`src/rtl/dep_issue_if.sv`:
```
// Pair-issue bus between decode and dep_issue.
// master = decode side / testbench, slave = dep_issue.
interface dep_issue_if #(
  parameter int unsigned LAT_W = 3
);
  // Decode -> issue
  logic             flush;
  logic             in_valid;
  logic             odd_older_ip;
  logic [10:0]      opcode_even_ip;
  logic [10:0]      opcode_odd_ip;
  logic [2:0]       unitType_even_ip;
  logic [2:0]       unitType_odd_ip;
  logic [6:0]       regRA_addr_even_ip;
  logic [6:0]       regRA_addr_odd_ip;
  logic [6:0]       regRB_addr_even_ip;
  logic [6:0]       regRB_addr_odd_ip;
  logic [6:0]       regRC_addr_even_ip;
  logic [6:0]       regRC_addr_odd_ip;
  logic [6:0]       regRT_addr_even_ip;
  logic [6:0]       regRT_addr_odd_ip;
  logic [15:0]      imm_even_ip;
  logic [15:0]      imm_odd_ip;
  logic             wr_even_ip;
  logic             wr_odd_ip;
  logic             rc_is_rt_even_ip;
  logic             rc_is_rt_odd_ip;
  logic [LAT_W-1:0] lat_even_ip;
  logic [LAT_W-1:0] lat_odd_ip;
  logic [31:0]      PC_ip;

  // Issue -> decode / execute
  logic             in_ready;
  logic [10:0]      opcode_even;
  logic [10:0]      opcode_odd;
  logic [2:0]       unitType_even;
  logic [2:0]       unitType_odd;
  logic [6:0]       regRA_addr_even;
  logic [6:0]       regRA_addr_odd;
  logic [6:0]       regRB_addr_even;
  logic [6:0]       regRB_addr_odd;
  logic [6:0]       regRC_addr_even;
  logic [6:0]       regRC_addr_odd;
  logic [6:0]       regRT_addr_even;
  logic [6:0]       regRT_addr_odd;
  logic [15:0]      imm_even;
  logic [15:0]      imm_odd;
  logic [31:0]      PC_odd_dep;
  logic             priority_dep;
  logic [31:0]      stall_cnt;

  modport master (
    output flush, in_valid, odd_older_ip,
    output opcode_even_ip, opcode_odd_ip, unitType_even_ip, unitType_odd_ip,
    output regRA_addr_even_ip, regRA_addr_odd_ip, regRB_addr_even_ip, regRB_addr_odd_ip,
    output regRC_addr_even_ip, regRC_addr_odd_ip, regRT_addr_even_ip, regRT_addr_odd_ip,
    output imm_even_ip, imm_odd_ip, wr_even_ip, wr_odd_ip,
    output rc_is_rt_even_ip, rc_is_rt_odd_ip, lat_even_ip, lat_odd_ip, PC_ip,
    input  in_ready,
    input  opcode_even, opcode_odd, unitType_even, unitType_odd,
    input  regRA_addr_even, regRA_addr_odd, regRB_addr_even, regRB_addr_odd,
    input  regRC_addr_even, regRC_addr_odd, regRT_addr_even, regRT_addr_odd,
    input  imm_even, imm_odd, PC_odd_dep, priority_dep, stall_cnt
  );

  modport slave (
    input  flush, in_valid, odd_older_ip,
    input  opcode_even_ip, opcode_odd_ip, unitType_even_ip, unitType_odd_ip,
    input  regRA_addr_even_ip, regRA_addr_odd_ip, regRB_addr_even_ip, regRB_addr_odd_ip,
    input  regRC_addr_even_ip, regRC_addr_odd_ip, regRT_addr_even_ip, regRT_addr_odd_ip,
    input  imm_even_ip, imm_odd_ip, wr_even_ip, wr_odd_ip,
    input  rc_is_rt_even_ip, rc_is_rt_odd_ip, lat_even_ip, lat_odd_ip, PC_ip,
    output in_ready,
    output opcode_even, opcode_odd, unitType_even, unitType_odd,
    output regRA_addr_even, regRA_addr_odd, regRB_addr_even, regRB_addr_odd,
    output regRC_addr_even, regRC_addr_odd, regRT_addr_even, regRT_addr_odd,
    output imm_even, imm_odd, PC_odd_dep, priority_dep, stall_cnt
  );
endinterface

```
`src/rtl/dep_issue.sv`:
```
// Dual-slot dependency check and issue stage.
// A per-register countdown scoreboard tracks results in flight. A decoded pair issues
// together when independent, otherwise the older slot goes first and the younger waits
// in SPLIT until its sources are free.
// Optional feature: define STALL_CNT_EN to count cycles a valid pair is held back.
module dep_issue #(
  parameter int unsigned LAT_W = 3,
  parameter int unsigned NREG  = 128
) (
  input logic         clk,
  input logic         rst_n,
  dep_issue_if.slave  bus
);

  localparam logic [0:0] ST_RUN   = 1'b0;
  localparam logic [0:0] ST_SPLIT = 1'b1;

  logic [0:0]       r_state;
  logic [0:0]       w_state_nxt;
  logic [LAT_W-1:0] r_cnt     [NREG];
  logic [LAT_W-1:0] w_cnt_nxt [NREG];
  logic [NREG-1:0]  w_busy;

  logic [6:0] w_third_even, w_third_odd;
  logic       w_free_even, w_free_odd;
  logic       w_old_free, w_yng_free;
  logic       w_conflict;
  logic       w_iss_even, w_iss_odd;
  logic       w_in_ready;

  // Busy flags straight off the scoreboard
  always_comb begin
    for (int i = 0; i < NREG; i++) begin
      w_busy[i] = (r_cnt[i] != '0);
    end
  end

  // Per-slot source hazard check; the third source is RT for read-modify-write ops
  always_comb begin
    w_third_even = bus.rc_is_rt_even_ip ? bus.regRT_addr_even_ip : bus.regRC_addr_even_ip;
    w_third_odd  = bus.rc_is_rt_odd_ip  ? bus.regRT_addr_odd_ip  : bus.regRC_addr_odd_ip;
    w_free_even  = !w_busy[bus.regRA_addr_even_ip] && !w_busy[bus.regRB_addr_even_ip] &&
                   !w_busy[w_third_even];
    w_free_odd   = !w_busy[bus.regRA_addr_odd_ip] && !w_busy[bus.regRB_addr_odd_ip] &&
                   !w_busy[w_third_odd];
    w_old_free   = bus.odd_older_ip ? w_free_odd  : w_free_even;
    w_yng_free   = bus.odd_older_ip ? w_free_even : w_free_odd;
  end

  // Older slot's destination feeds or overwrites something the younger slot touches
  always_comb begin
    if (bus.odd_older_ip) begin
      w_conflict = bus.wr_odd_ip &&
                   ((bus.regRT_addr_odd_ip == bus.regRA_addr_even_ip) ||
                    (bus.regRT_addr_odd_ip == bus.regRB_addr_even_ip) ||
                    (bus.regRT_addr_odd_ip == w_third_even) ||
                    (bus.regRT_addr_odd_ip == bus.regRT_addr_even_ip));
    end else begin
      w_conflict = bus.wr_even_ip &&
                   ((bus.regRT_addr_even_ip == bus.regRA_addr_odd_ip) ||
                    (bus.regRT_addr_even_ip == bus.regRB_addr_odd_ip) ||
                    (bus.regRT_addr_even_ip == w_third_odd) ||
                    (bus.regRT_addr_even_ip == bus.regRT_addr_odd_ip));
    end
  end

  // Issue decision and RUN/SPLIT next state
  always_comb begin
    w_iss_even  = 1'b0;
    w_iss_odd   = 1'b0;
    w_in_ready  = 1'b0;
    w_state_nxt = r_state;
    if (bus.flush) begin
      w_state_nxt = ST_RUN;
    end else if (bus.in_valid) begin
      if (r_state == ST_RUN) begin
        if (w_old_free && w_yng_free && !w_conflict) begin
          w_iss_even = 1'b1;
          w_iss_odd  = 1'b1;
          w_in_ready = 1'b1;
        end else if (w_old_free) begin
          w_iss_even  = !bus.odd_older_ip;
          w_iss_odd   = bus.odd_older_ip;
          w_state_nxt = ST_SPLIT;
        end
      end else begin
        // Older slot already went; only the younger one is left
        if (w_yng_free) begin
          w_iss_even  = bus.odd_older_ip;
          w_iss_odd   = !bus.odd_older_ip;
          w_in_ready  = 1'b1;
          w_state_nxt = ST_RUN;
        end
      end
    end
  end

  assign bus.in_ready = w_in_ready;

  // Scoreboard next state: saturating decrement, new writers keep the longer wait
  always_comb begin
    for (int i = 0; i < NREG; i++) begin
      w_cnt_nxt[i] = (r_cnt[i] == '0) ? '0 : (r_cnt[i] - LAT_W'(1));
      if (w_iss_even && bus.wr_even_ip && (bus.regRT_addr_even_ip == 7'(i)) &&
          (bus.lat_even_ip > w_cnt_nxt[i])) begin
        w_cnt_nxt[i] = bus.lat_even_ip;
      end
      if (w_iss_odd && bus.wr_odd_ip && (bus.regRT_addr_odd_ip == 7'(i)) &&
          (bus.lat_odd_ip > w_cnt_nxt[i])) begin
        w_cnt_nxt[i] = bus.lat_odd_ip;
      end
      if (bus.flush) begin
        w_cnt_nxt[i] = '0;
      end
    end
  end

  // Scoreboard and FSM state
  always_ff @(posedge clk or negedge rst_n) begin
    if (!rst_n) begin
      r_state <= ST_RUN;
      for (int i = 0; i < NREG; i++) begin
        r_cnt[i] <= '0;
      end
    end else begin
      r_state <= w_state_nxt;
      for (int i = 0; i < NREG; i++) begin
        r_cnt[i] <= w_cnt_nxt[i];
      end
    end
  end

  // Even-slot output register; a non-issued slot becomes an all-zero bubble
  always_ff @(posedge clk or negedge rst_n) begin
    if (!rst_n) begin
      bus.opcode_even     <= '0;
      bus.unitType_even   <= '0;
      bus.regRA_addr_even <= '0;
      bus.regRB_addr_even <= '0;
      bus.regRC_addr_even <= '0;
      bus.regRT_addr_even <= '0;
      bus.imm_even        <= '0;
    end else begin
      bus.opcode_even     <= w_iss_even ? bus.opcode_even_ip     : '0;
      bus.unitType_even   <= w_iss_even ? bus.unitType_even_ip   : '0;
      bus.regRA_addr_even <= w_iss_even ? bus.regRA_addr_even_ip : '0;
      bus.regRB_addr_even <= w_iss_even ? bus.regRB_addr_even_ip : '0;
      bus.regRC_addr_even <= w_iss_even ? bus.regRC_addr_even_ip : '0;
      bus.regRT_addr_even <= w_iss_even ? bus.regRT_addr_even_ip : '0;
      bus.imm_even        <= w_iss_even ? bus.imm_even_ip        : '0;
    end
  end

  // Odd-slot output register
  always_ff @(posedge clk or negedge rst_n) begin
    if (!rst_n) begin
      bus.opcode_odd     <= '0;
      bus.unitType_odd   <= '0;
      bus.regRA_addr_odd <= '0;
      bus.regRB_addr_odd <= '0;
      bus.regRC_addr_odd <= '0;
      bus.regRT_addr_odd <= '0;
      bus.imm_odd        <= '0;
    end else begin
      bus.opcode_odd     <= w_iss_odd ? bus.opcode_odd_ip     : '0;
      bus.unitType_odd   <= w_iss_odd ? bus.unitType_odd_ip   : '0;
      bus.regRA_addr_odd <= w_iss_odd ? bus.regRA_addr_odd_ip : '0;
      bus.regRB_addr_odd <= w_iss_odd ? bus.regRB_addr_odd_ip : '0;
      bus.regRC_addr_odd <= w_iss_odd ? bus.regRC_addr_odd_ip : '0;
      bus.regRT_addr_odd <= w_iss_odd ? bus.regRT_addr_odd_ip : '0;
      bus.imm_odd        <= w_iss_odd ? bus.imm_odd_ip        : '0;
    end
  end

  // Pair PC and slot order, captured whenever either slot issues
  always_ff @(posedge clk or negedge rst_n) begin
    if (!rst_n) begin
      bus.PC_odd_dep   <= '0;
      bus.priority_dep <= 1'b0;
    end else if (w_iss_even || w_iss_odd) begin
      bus.PC_odd_dep   <= bus.PC_ip;
      bus.priority_dep <= bus.odd_older_ip;
    end
  end

`ifdef STALL_CNT_EN
  logic [31:0] r_stall_cnt;

  // Held-back cycles, saturating; flush deliberately leaves it alone
  always_ff @(posedge clk or negedge rst_n) begin
    if (!rst_n) begin
      r_stall_cnt <= '0;
    end else if (bus.in_valid && !w_in_ready && (r_stall_cnt != 32'hFFFF_FFFF)) begin
      r_stall_cnt <= r_stall_cnt + 32'd1;
    end
  end

  assign bus.stall_cnt = r_stall_cnt;
`else
  assign bus.stall_cnt = '0;
`endif

endmodule

```
`src/flat_wrapper.sv`:
```
// flat-port wrapper written by rule: the top's interface ports become plain ports
module dep_issue_flat 
#(
  parameter int unsigned LAT_W = 3,
  parameter int unsigned NREG  = 128
)
  (clk, rst_n, bus_flush, bus_in_valid, bus_odd_older_ip, bus_opcode_even_ip, bus_opcode_odd_ip, bus_unitType_even_ip, bus_unitType_odd_ip, bus_regRA_addr_even_ip, bus_regRA_addr_odd_ip, bus_regRB_addr_even_ip, bus_regRB_addr_odd_ip, bus_regRC_addr_even_ip, bus_regRC_addr_odd_ip, bus_regRT_addr_even_ip, bus_regRT_addr_odd_ip, bus_imm_even_ip, bus_imm_odd_ip, bus_wr_even_ip, bus_wr_odd_ip, bus_rc_is_rt_even_ip, bus_rc_is_rt_odd_ip, bus_lat_even_ip, bus_lat_odd_ip, bus_PC_ip, bus_in_ready, bus_opcode_even, bus_opcode_odd, bus_unitType_even, bus_unitType_odd, bus_regRA_addr_even, bus_regRA_addr_odd, bus_regRB_addr_even, bus_regRB_addr_odd, bus_regRC_addr_even, bus_regRC_addr_odd, bus_regRT_addr_even, bus_regRT_addr_odd, bus_imm_even, bus_imm_odd, bus_PC_odd_dep, bus_priority_dep, bus_stall_cnt);
  dep_issue_if #(.LAT_W(LAT_W)) bus_i ();
  input logic clk;
  input logic rst_n;
  input wire logic [$bits(bus_i.flush)-1:0] bus_flush;
  input wire logic [$bits(bus_i.in_valid)-1:0] bus_in_valid;
  input wire logic [$bits(bus_i.odd_older_ip)-1:0] bus_odd_older_ip;
  input wire logic [$bits(bus_i.opcode_even_ip)-1:0] bus_opcode_even_ip;
  input wire logic [$bits(bus_i.opcode_odd_ip)-1:0] bus_opcode_odd_ip;
  input wire logic [$bits(bus_i.unitType_even_ip)-1:0] bus_unitType_even_ip;
  input wire logic [$bits(bus_i.unitType_odd_ip)-1:0] bus_unitType_odd_ip;
  input wire logic [$bits(bus_i.regRA_addr_even_ip)-1:0] bus_regRA_addr_even_ip;
  input wire logic [$bits(bus_i.regRA_addr_odd_ip)-1:0] bus_regRA_addr_odd_ip;
  input wire logic [$bits(bus_i.regRB_addr_even_ip)-1:0] bus_regRB_addr_even_ip;
  input wire logic [$bits(bus_i.regRB_addr_odd_ip)-1:0] bus_regRB_addr_odd_ip;
  input wire logic [$bits(bus_i.regRC_addr_even_ip)-1:0] bus_regRC_addr_even_ip;
  input wire logic [$bits(bus_i.regRC_addr_odd_ip)-1:0] bus_regRC_addr_odd_ip;
  input wire logic [$bits(bus_i.regRT_addr_even_ip)-1:0] bus_regRT_addr_even_ip;
  input wire logic [$bits(bus_i.regRT_addr_odd_ip)-1:0] bus_regRT_addr_odd_ip;
  input wire logic [$bits(bus_i.imm_even_ip)-1:0] bus_imm_even_ip;
  input wire logic [$bits(bus_i.imm_odd_ip)-1:0] bus_imm_odd_ip;
  input wire logic [$bits(bus_i.wr_even_ip)-1:0] bus_wr_even_ip;
  input wire logic [$bits(bus_i.wr_odd_ip)-1:0] bus_wr_odd_ip;
  input wire logic [$bits(bus_i.rc_is_rt_even_ip)-1:0] bus_rc_is_rt_even_ip;
  input wire logic [$bits(bus_i.rc_is_rt_odd_ip)-1:0] bus_rc_is_rt_odd_ip;
  input wire logic [$bits(bus_i.lat_even_ip)-1:0] bus_lat_even_ip;
  input wire logic [$bits(bus_i.lat_odd_ip)-1:0] bus_lat_odd_ip;
  input wire logic [$bits(bus_i.PC_ip)-1:0] bus_PC_ip;
  output wire logic [$bits(bus_i.in_ready)-1:0] bus_in_ready;
  output wire logic [$bits(bus_i.opcode_even)-1:0] bus_opcode_even;
  output wire logic [$bits(bus_i.opcode_odd)-1:0] bus_opcode_odd;
  output wire logic [$bits(bus_i.unitType_even)-1:0] bus_unitType_even;
  output wire logic [$bits(bus_i.unitType_odd)-1:0] bus_unitType_odd;
  output wire logic [$bits(bus_i.regRA_addr_even)-1:0] bus_regRA_addr_even;
  output wire logic [$bits(bus_i.regRA_addr_odd)-1:0] bus_regRA_addr_odd;
  output wire logic [$bits(bus_i.regRB_addr_even)-1:0] bus_regRB_addr_even;
  output wire logic [$bits(bus_i.regRB_addr_odd)-1:0] bus_regRB_addr_odd;
  output wire logic [$bits(bus_i.regRC_addr_even)-1:0] bus_regRC_addr_even;
  output wire logic [$bits(bus_i.regRC_addr_odd)-1:0] bus_regRC_addr_odd;
  output wire logic [$bits(bus_i.regRT_addr_even)-1:0] bus_regRT_addr_even;
  output wire logic [$bits(bus_i.regRT_addr_odd)-1:0] bus_regRT_addr_odd;
  output wire logic [$bits(bus_i.imm_even)-1:0] bus_imm_even;
  output wire logic [$bits(bus_i.imm_odd)-1:0] bus_imm_odd;
  output wire logic [$bits(bus_i.PC_odd_dep)-1:0] bus_PC_odd_dep;
  output wire logic [$bits(bus_i.priority_dep)-1:0] bus_priority_dep;
  output wire logic [$bits(bus_i.stall_cnt)-1:0] bus_stall_cnt;
  assign bus_i.flush = bus_flush;
  assign bus_i.in_valid = bus_in_valid;
  assign bus_i.odd_older_ip = bus_odd_older_ip;
  assign bus_i.opcode_even_ip = bus_opcode_even_ip;
  assign bus_i.opcode_odd_ip = bus_opcode_odd_ip;
  assign bus_i.unitType_even_ip = bus_unitType_even_ip;
  assign bus_i.unitType_odd_ip = bus_unitType_odd_ip;
  assign bus_i.regRA_addr_even_ip = bus_regRA_addr_even_ip;
  assign bus_i.regRA_addr_odd_ip = bus_regRA_addr_odd_ip;
  assign bus_i.regRB_addr_even_ip = bus_regRB_addr_even_ip;
  assign bus_i.regRB_addr_odd_ip = bus_regRB_addr_odd_ip;
  assign bus_i.regRC_addr_even_ip = bus_regRC_addr_even_ip;
  assign bus_i.regRC_addr_odd_ip = bus_regRC_addr_odd_ip;
  assign bus_i.regRT_addr_even_ip = bus_regRT_addr_even_ip;
  assign bus_i.regRT_addr_odd_ip = bus_regRT_addr_odd_ip;
  assign bus_i.imm_even_ip = bus_imm_even_ip;
  assign bus_i.imm_odd_ip = bus_imm_odd_ip;
  assign bus_i.wr_even_ip = bus_wr_even_ip;
  assign bus_i.wr_odd_ip = bus_wr_odd_ip;
  assign bus_i.rc_is_rt_even_ip = bus_rc_is_rt_even_ip;
  assign bus_i.rc_is_rt_odd_ip = bus_rc_is_rt_odd_ip;
  assign bus_i.lat_even_ip = bus_lat_even_ip;
  assign bus_i.lat_odd_ip = bus_lat_odd_ip;
  assign bus_i.PC_ip = bus_PC_ip;
  assign bus_in_ready = bus_i.in_ready;
  assign bus_opcode_even = bus_i.opcode_even;
  assign bus_opcode_odd = bus_i.opcode_odd;
  assign bus_unitType_even = bus_i.unitType_even;
  assign bus_unitType_odd = bus_i.unitType_odd;
  assign bus_regRA_addr_even = bus_i.regRA_addr_even;
  assign bus_regRA_addr_odd = bus_i.regRA_addr_odd;
  assign bus_regRB_addr_even = bus_i.regRB_addr_even;
  assign bus_regRB_addr_odd = bus_i.regRB_addr_odd;
  assign bus_regRC_addr_even = bus_i.regRC_addr_even;
  assign bus_regRC_addr_odd = bus_i.regRC_addr_odd;
  assign bus_regRT_addr_even = bus_i.regRT_addr_even;
  assign bus_regRT_addr_odd = bus_i.regRT_addr_odd;
  assign bus_imm_even = bus_i.imm_even;
  assign bus_imm_odd = bus_i.imm_odd;
  assign bus_PC_odd_dep = bus_i.PC_odd_dep;
  assign bus_priority_dep = bus_i.priority_dep;
  assign bus_stall_cnt = bus_i.stall_cnt;
  dep_issue #(.LAT_W(LAT_W), .NREG(NREG)) u_core (.clk(clk), .rst_n(rst_n), .bus(bus_i));
endmodule
```
`config.mk`:
```
export PLATFORM = sky130hd
export DESIGN_NAME = dep_issue_flat
export DESIGN_NICKNAME = d
export VERILOG_FILES = /design/src/rtl/dep_issue_if.sv /design/src/rtl/dep_issue.sv /design/src/flat_wrapper.sv
export SDC_FILE = /design/constraint.sdc
export NUM_CORES = 2
export LEC_CHECK = 0
export BUFFER_PORTS_ARGS = -buffer_cell sky130_fd_sc_hd__buf_2
export CAP_MARGIN = 30
export CORE_MARGIN = 3
export CORE_UTILIZATION = 36
export CTS_CLUSTER_SIZE = 10
export DETAILED_ROUTE_END_ITERATION = 7
export HOLD_SLACK_MARGIN = 0.05
export SLEW_MARGIN = 30
export SYNTH_ARGS = -nofsm -noshare
export SYNTH_HDL_FRONTEND = slang
export SYNTH_SLANG_ARGS = --single-unit
```
`constraint.sdc`:
```
create_clock -name clk -period 5.2 [get_ports clk]
set_input_delay 0.26 -clock clk [delete_from_list [all_inputs] [get_ports clk]]
set_output_delay 0.26 -clock clk [all_outputs]
set_load 0.05 [all_outputs]
```
# ---- Yosys cells after proc, flatten, opt, wreduce, memory -nomap -nowiden
# Index checks and enable logic that the tools add are counted.
dict set report totals {
  regBits 534
  wordCells 2159
}
dict set report classes {
  n_lt_le_gt_ge 262
  add_sub_neg 128
  mux 566
  reduce_logical 796
  eq_ne 262
}
# op count
set ops {}
lappend ops {{3-bit two-way mux} 514}
lappend ops {{7-bit equality test (second input constant)} 128}
lappend ops {{3-bit > comparator} 256}
lappend ops {{1-bit logical AND} 522}
lappend ops {{7-bit by 6-bit equality test with 1-bit output (second input constant)} 64}
lappend ops {{3-bit zero test} 128}
lappend ops {{3-bit nonzero test} 128}
lappend ops {{3-bit by 1-bit subtractor with 3-bit output (second input constant)} 128}
lappend ops {{7-bit by 5-bit equality test with 1-bit output (second input constant)} 32}
lappend ops {{7-bit by 4-bit equality test with 1-bit output (second input constant)} 16}
lappend ops {{7-bit two-way mux} 10}
lappend ops {{7-bit by 3-bit equality test with 1-bit output (second input constant)} 8}
lappend ops {{7-bit equality test} 8}
lappend ops {{7-bit by 8-bit < comparator with 1-bit output (second input constant)} 6}
lappend ops {{1-bit binary-select mux with 7-bit select} 6}
lappend ops {{1-bit two-way mux} 32}
lappend ops {{16-bit two-way mux} 2}
lappend ops {{7-bit by 2-bit equality test with 1-bit output (second input constant)} 4}
lappend ops {{11-bit two-way mux} 2}
lappend ops {{7-bit by 1-bit equality test with 1-bit output (second input constant)} 2}
lappend ops {{7-bit zero test} 2}
lappend ops {{1-bit zero test} 8}
lappend ops {{1-bit logical OR} 7}
lappend ops {{2-bit nonzero test} 1}

# ---- Depth between registers and ports, before layout
dict set report depth {
  ltp_word 21
  ltp_mapped 25
  mapped_depth_nobuf 21
}

# ---- Least setup slack after synthesis
# Ideal clock, no wire load.
dict set report synth_timing {
  path_kind {in2reg}
  from {in bus_lat_even_ip[0]}
  to {reg u_core.r_cnt[18] (netlist bit)}
  path_slack_ns -1.372
  required_time_ns 5.106
  path_stages 16
  path_buffers 2
  arrival_time_ns 6.478
  path_cell_list {clkbuf_1 > clkinv_1 > clkbuf_1 > ha_1 > a311oi_1 > nand3_1 > nor2_2 > mux2i_1 > inv_1 > ha_1 > inv_1 > a21o_1 > a21oi_1 > nor4_1 > nand3_1 > a211oi_1}
}
# element line
set synth_rtl {}
lappend synth_rtl {{start: declaration} flat_wrapper.sv:32} ;# input wire logic [$bits(bus_i.lat_even_ip)-1:0] bus_lat_even_ip;
lappend synth_rtl {{end signal: indexed assignment} dep_issue.sv:128} ;# r_cnt[i] <= w_cnt_nxt[i];
lappend synth_rtl {{end: declaration} dep_issue.sv:20} ;# logic [LAT_W-1:0] r_cnt [NREG];

==> flow_metrics.env <==
export IMPL_status="finished, violations left"
export IMPL_violations="DRC, setup timing"
export IMPL_h_tree_depth=3
export IMPL_die_y_um=417
export IMPL_worst_pin_slew_ns=1.16
export IMPL_power_density_nw_per_um2=179
export IMPL_layout_min_cycle_time_ns=5.20
export IMPL_area_growth_pct=27.9
export IMPL_drive_gt1_share_pct=23.0
export IMPL_cp_num_buf_inv=5
export IMPL_yosys_cell_types_count=79
export IMPL_ys_seq_elements=534
export IMPL_die_area_um2=174000
export IMPL_timing_fmax_ghz=0.192
export IMPL_drc=3
export IMPL_final_instance_count_excl_fill=10700
export IMPL_slew_violations=0
export IMPL_placed_cells=10400
export IMPL_cp_slowest_stage_delay_ns=0.45
export IMPL_ys_async_sr_fraction_pct=100
export IMPL_hold_path_class="input pin to async pin"
export IMPL_fill_cells=15900
export IMPL_netlist_area_um2=60700
export IMPL_initial_utilization_pct=36.3
export IMPL_seq_area_frac_synth_pct=22.0
export IMPL_layout_cells_most_common="ha_1"
export IMPL_grt_pass1_vias=62200
export IMPL_nets=9648
export IMPL_path_class="flip-flop to flip-flop"
export IMPL_synth_edff_count=0
export IMPL_rows=150
export IMPL_viasPerCell=6.02
export IMPL_cts_sinks=534
export IMPL_grt_max_degree=163
export IMPL_path_clk_slew_ns=0.06
export IMPL_mostFrequentLayoutCells="ha_1, buf_4, inv_1"
export IMPL_p_total_w=0.0139
export IMPL_cts_tree="done"
export IMPL_pre_cts_slack_ns=-0.215
export IMPL_track_usage_pct=30.0
export IMPL_crit_path_end_kind="flip-flop"
export IMPL_gp_congestion=1.10
export IMPL_cp_top_family="compound AO/OA/AOI/OAI gates"
export IMPL_grt_overflow=0
export IMPL_worstPathArrival_ns=5.79
export IMPL_ant_nets=0
export IMPL_final_util_pct=46.4
export IMPL_ios=345
export IMPL_ir_drop_mv=0.224
export IMPL_maxCapViolCount=0
export IMPL_critPathLaunchType="flip-flop"
export IMPL_cts_root_buf="clkbuf_16"
export IMPL_fp_dieW_um=417
export IMPL_firstDrtPassIters=8
export IMPL_placeableCoreArea_um2=167000
export IMPL_synth_main_ff_cell="dfrtp_1"
export IMPL_p_leak_nw=36.4
export IMPL_slew_headroom_pct=22.8
export IMPL_vias=64500
export IMPL_cts_buffer_depth=3
export IMPL_clock_latency_ns=0.74
export IMPL_finClkSkew_ns=0.0458
export IMPL_r2r_start="u_core.r_cnt[231]"
export IMPL_min_period_over_period_pct=100
export IMPL_grt_first_pass_wirelength_um=396000
export IMPL_tns_ns=-0.00341
export IMPL_avgSynthCellArea_um2=8.24
export IMPL_antenna_found_initial=22
export IMPL_io_buffers=312
export IMPL_drt_initial_drc_count=6516
export IMPL_syn_inst=7369
export IMPL_grt_setup_unrepaired="true"
export IMPL_worst_path_max_delay_cell="o311a_1"
export IMPL_place_hpwl_um=195000
export IMPL_wl_per_cell_um=25.7
export IMPL_wirelength_um=275000
export IMPL_setup_viol=1
export IMPL_timing_final_ws_setup_ns=-0.00341
export IMPL_numCtsBuffers=72
export IMPL_path_max_fanout=30
export IMPL_cp_startpoint="u_core.r_cnt[231]"
export IMPL_cp_cell_sequence="nor2_1 -> ha_1 -> mux4_2 -> mux2i_1 -> o31a_1 -> o21ai_0 -> a21oi_1 -> o311a_1 -> a211oi_4 -> buf_4 -> buf_12 -> buf_4 -> clkbuf_16 -> nand4_1 -> a21oi_2 -> inv_1 -> ha_1 -> a31oi_1 -> o21ai_0 -> nor2_1 -> nand3_2 -> a211oi_1"
export IMPL_finalHoldViolations=0
export IMPL_ys_warn_count=0
export IMPL_critPathRequiredTime_ns=5.78
-- cell usage after synthesis (124+ instances only) --
| library cell | n | area [um2] |
|---|---|---|
| nand2_1 | 313 | 1170 |
| mux2i_1 | 250 | 2500 |
| nor2_1 | 632 | 2370 |
| mux4_2 | 124 | 2790 |
| nand3_1 | 365 | 1830 |
| inv_1 | 774 | 2910 |
| nand4_1 | 387 | 2420 |
| o21ai_0 | 197 | 986 |
| and2_1 | 218 | 1360 |
| ha_1 | 1024 | 12800 |
| clkbuf_1 | 239 | 897 |
| buf_2 | 132 | 661 |
| a211oi_1 | 259 | 1940 |
| and3_1 | 134 | 838 |
| dfrtp_1 | 534 | 13400 |
| a21o_1 | 217 | 1630 |
| a311oi_1 | 132 | 1160 |
| a21oi_1 | 605 | 3030 |
-- cell families after synthesis --
| kind of cell | share of synthesized area (%) |
|---|---|
| AOI/OAI and AO/OA | 17.4 |
| xor gates and xnor gates | 0.707 |
| adders and majority gates | 21.1 |
| buffers and inverters | 8.50 |
| DFF | 22.0 |
| muxes | 9.76 |
| other | 0.00618 |
| and+or+nand+nor | 20.5 |
-- sequential cells by signal, summed over array words and instances, names as in the netlist --
signal                      count
u_core.bus.regRT_addr_even      7
u_core.bus.imm_even            16
u_core.bus.imm_odd             16
u_core.bus.regRC_addr_odd       7
u_core.bus.unitType_odd         3
u_core.bus.opcode_odd          11
u_core.bus.regRB_addr_odd       7
u_core.bus.regRC_addr_even      7
u_core.bus.regRT_addr_odd       7
u_core.r_state                  1
u_core.bus.regRA_addr_odd       7
u_core.bus.regRA_addr_even      7
u_core.bus.unitType_even        3
u_core.r_cnt                  384
u_core.bus.opcode_even         11
u_core.bus.PC_odd_dep          32
u_core.bus.regRB_addr_even      7
u_core.bus.priority_dep         1
-- cell type report --
cell class	instances	area (um2)	share of cell area [%]
Inverter	775	2920	3.76
Clock inverter	20	248	0.319
Antenna cell	17	42.5	0.0548
Clock buffer	96	2030	2.62
Multi-Input combinational cell	5625	44300	57.1
Timing Repair Buffer	1453	12000	15.4
Tap cell	2204	2760	3.55
Sequential cell	534	13400	17.2
-- power by group --
group / leakage [nW] / internal [W] / switching, W
sequential: 7.39 / 0.00431 / 0.0000793
clock: 1.12 / 0.00285 / 0.00213
combinational: 27.9 / 0.00146 / 0.00307
total: 36.4 / 0.00862 / 0.00529
-- repair_timing --
action | in CTS | in global routing
setup buffers | 3 | 19
gates resized for setup | 30 | 399
cloned | 0 | 9
endpoints found under the hold margin | 240 | 0
setup endpoints to repair | 121 | 385
hold buffers | 127 | 0
pin swaps | 1 | 59
-- worst register-to-register path, stage by stage, from the launching register on --
cell and delay (ns):
dfrtp_1 0.39, nor2_1 0.17, ha_1 0.40, mux4_2 0.33
mux2i_1 0.16, o31a_1 0.29, o21ai_0 0.07, a21oi_1 0.06
o311a_1 0.45, a211oi_4 0.31, buf_4 0.18, buf_12 0.17
buf_4 0.17, clkbuf_16 0.24, nand4_1 0.22, a21oi_2 0.26
inv_1 0.09, ha_1 0.28, a31oi_1 0.13, o21ai_0 0.13
nor2_1 0.17, nand3_2 0.15, a211oi_1 0.30
-- worst paths after layout --
| path | end | slack (ns) | depth (start not counted) |
|---|---|---|---|
| max in group asynchronous | u_core.r_cnt[209] | 3.83 | 3 |
| worst min register to register | u_core.bus.PC_odd_dep[23] | 0.48 | 1 |
| worst min-delay path | u_core.bus.regRC_addr_odd[3] | 0.1 | 2 |
| min in group clk | u_core.bus.regRB_addr_odd[6] | 0.11 | 2 |
| worst max register to register | u_core.r_cnt[189] | -0.003 | 22 |
| worst max-delay path | u_core.r_cnt[189] | -0.003 | 22 |
-- stage by stage --
step | area [um2] | hold slack (ns)
global route | 77700 | 0.0654
finish | 77700 | 0.0993
CTS | 75500 | 0.0525
global placement | 71800 | 0.250
floorplan | 60800 | -0.0356
detailed placement | 71800 | 0.250
-- routing by layer --
layer  share of wire, %  track usage (%)
met5              0.058            0.750
met4                7.8             20.6
met3                9.5             6.92
met2                 44             47.4
met1                 39             36.2
Note: power is estimated with default switching activity, not from simulation.
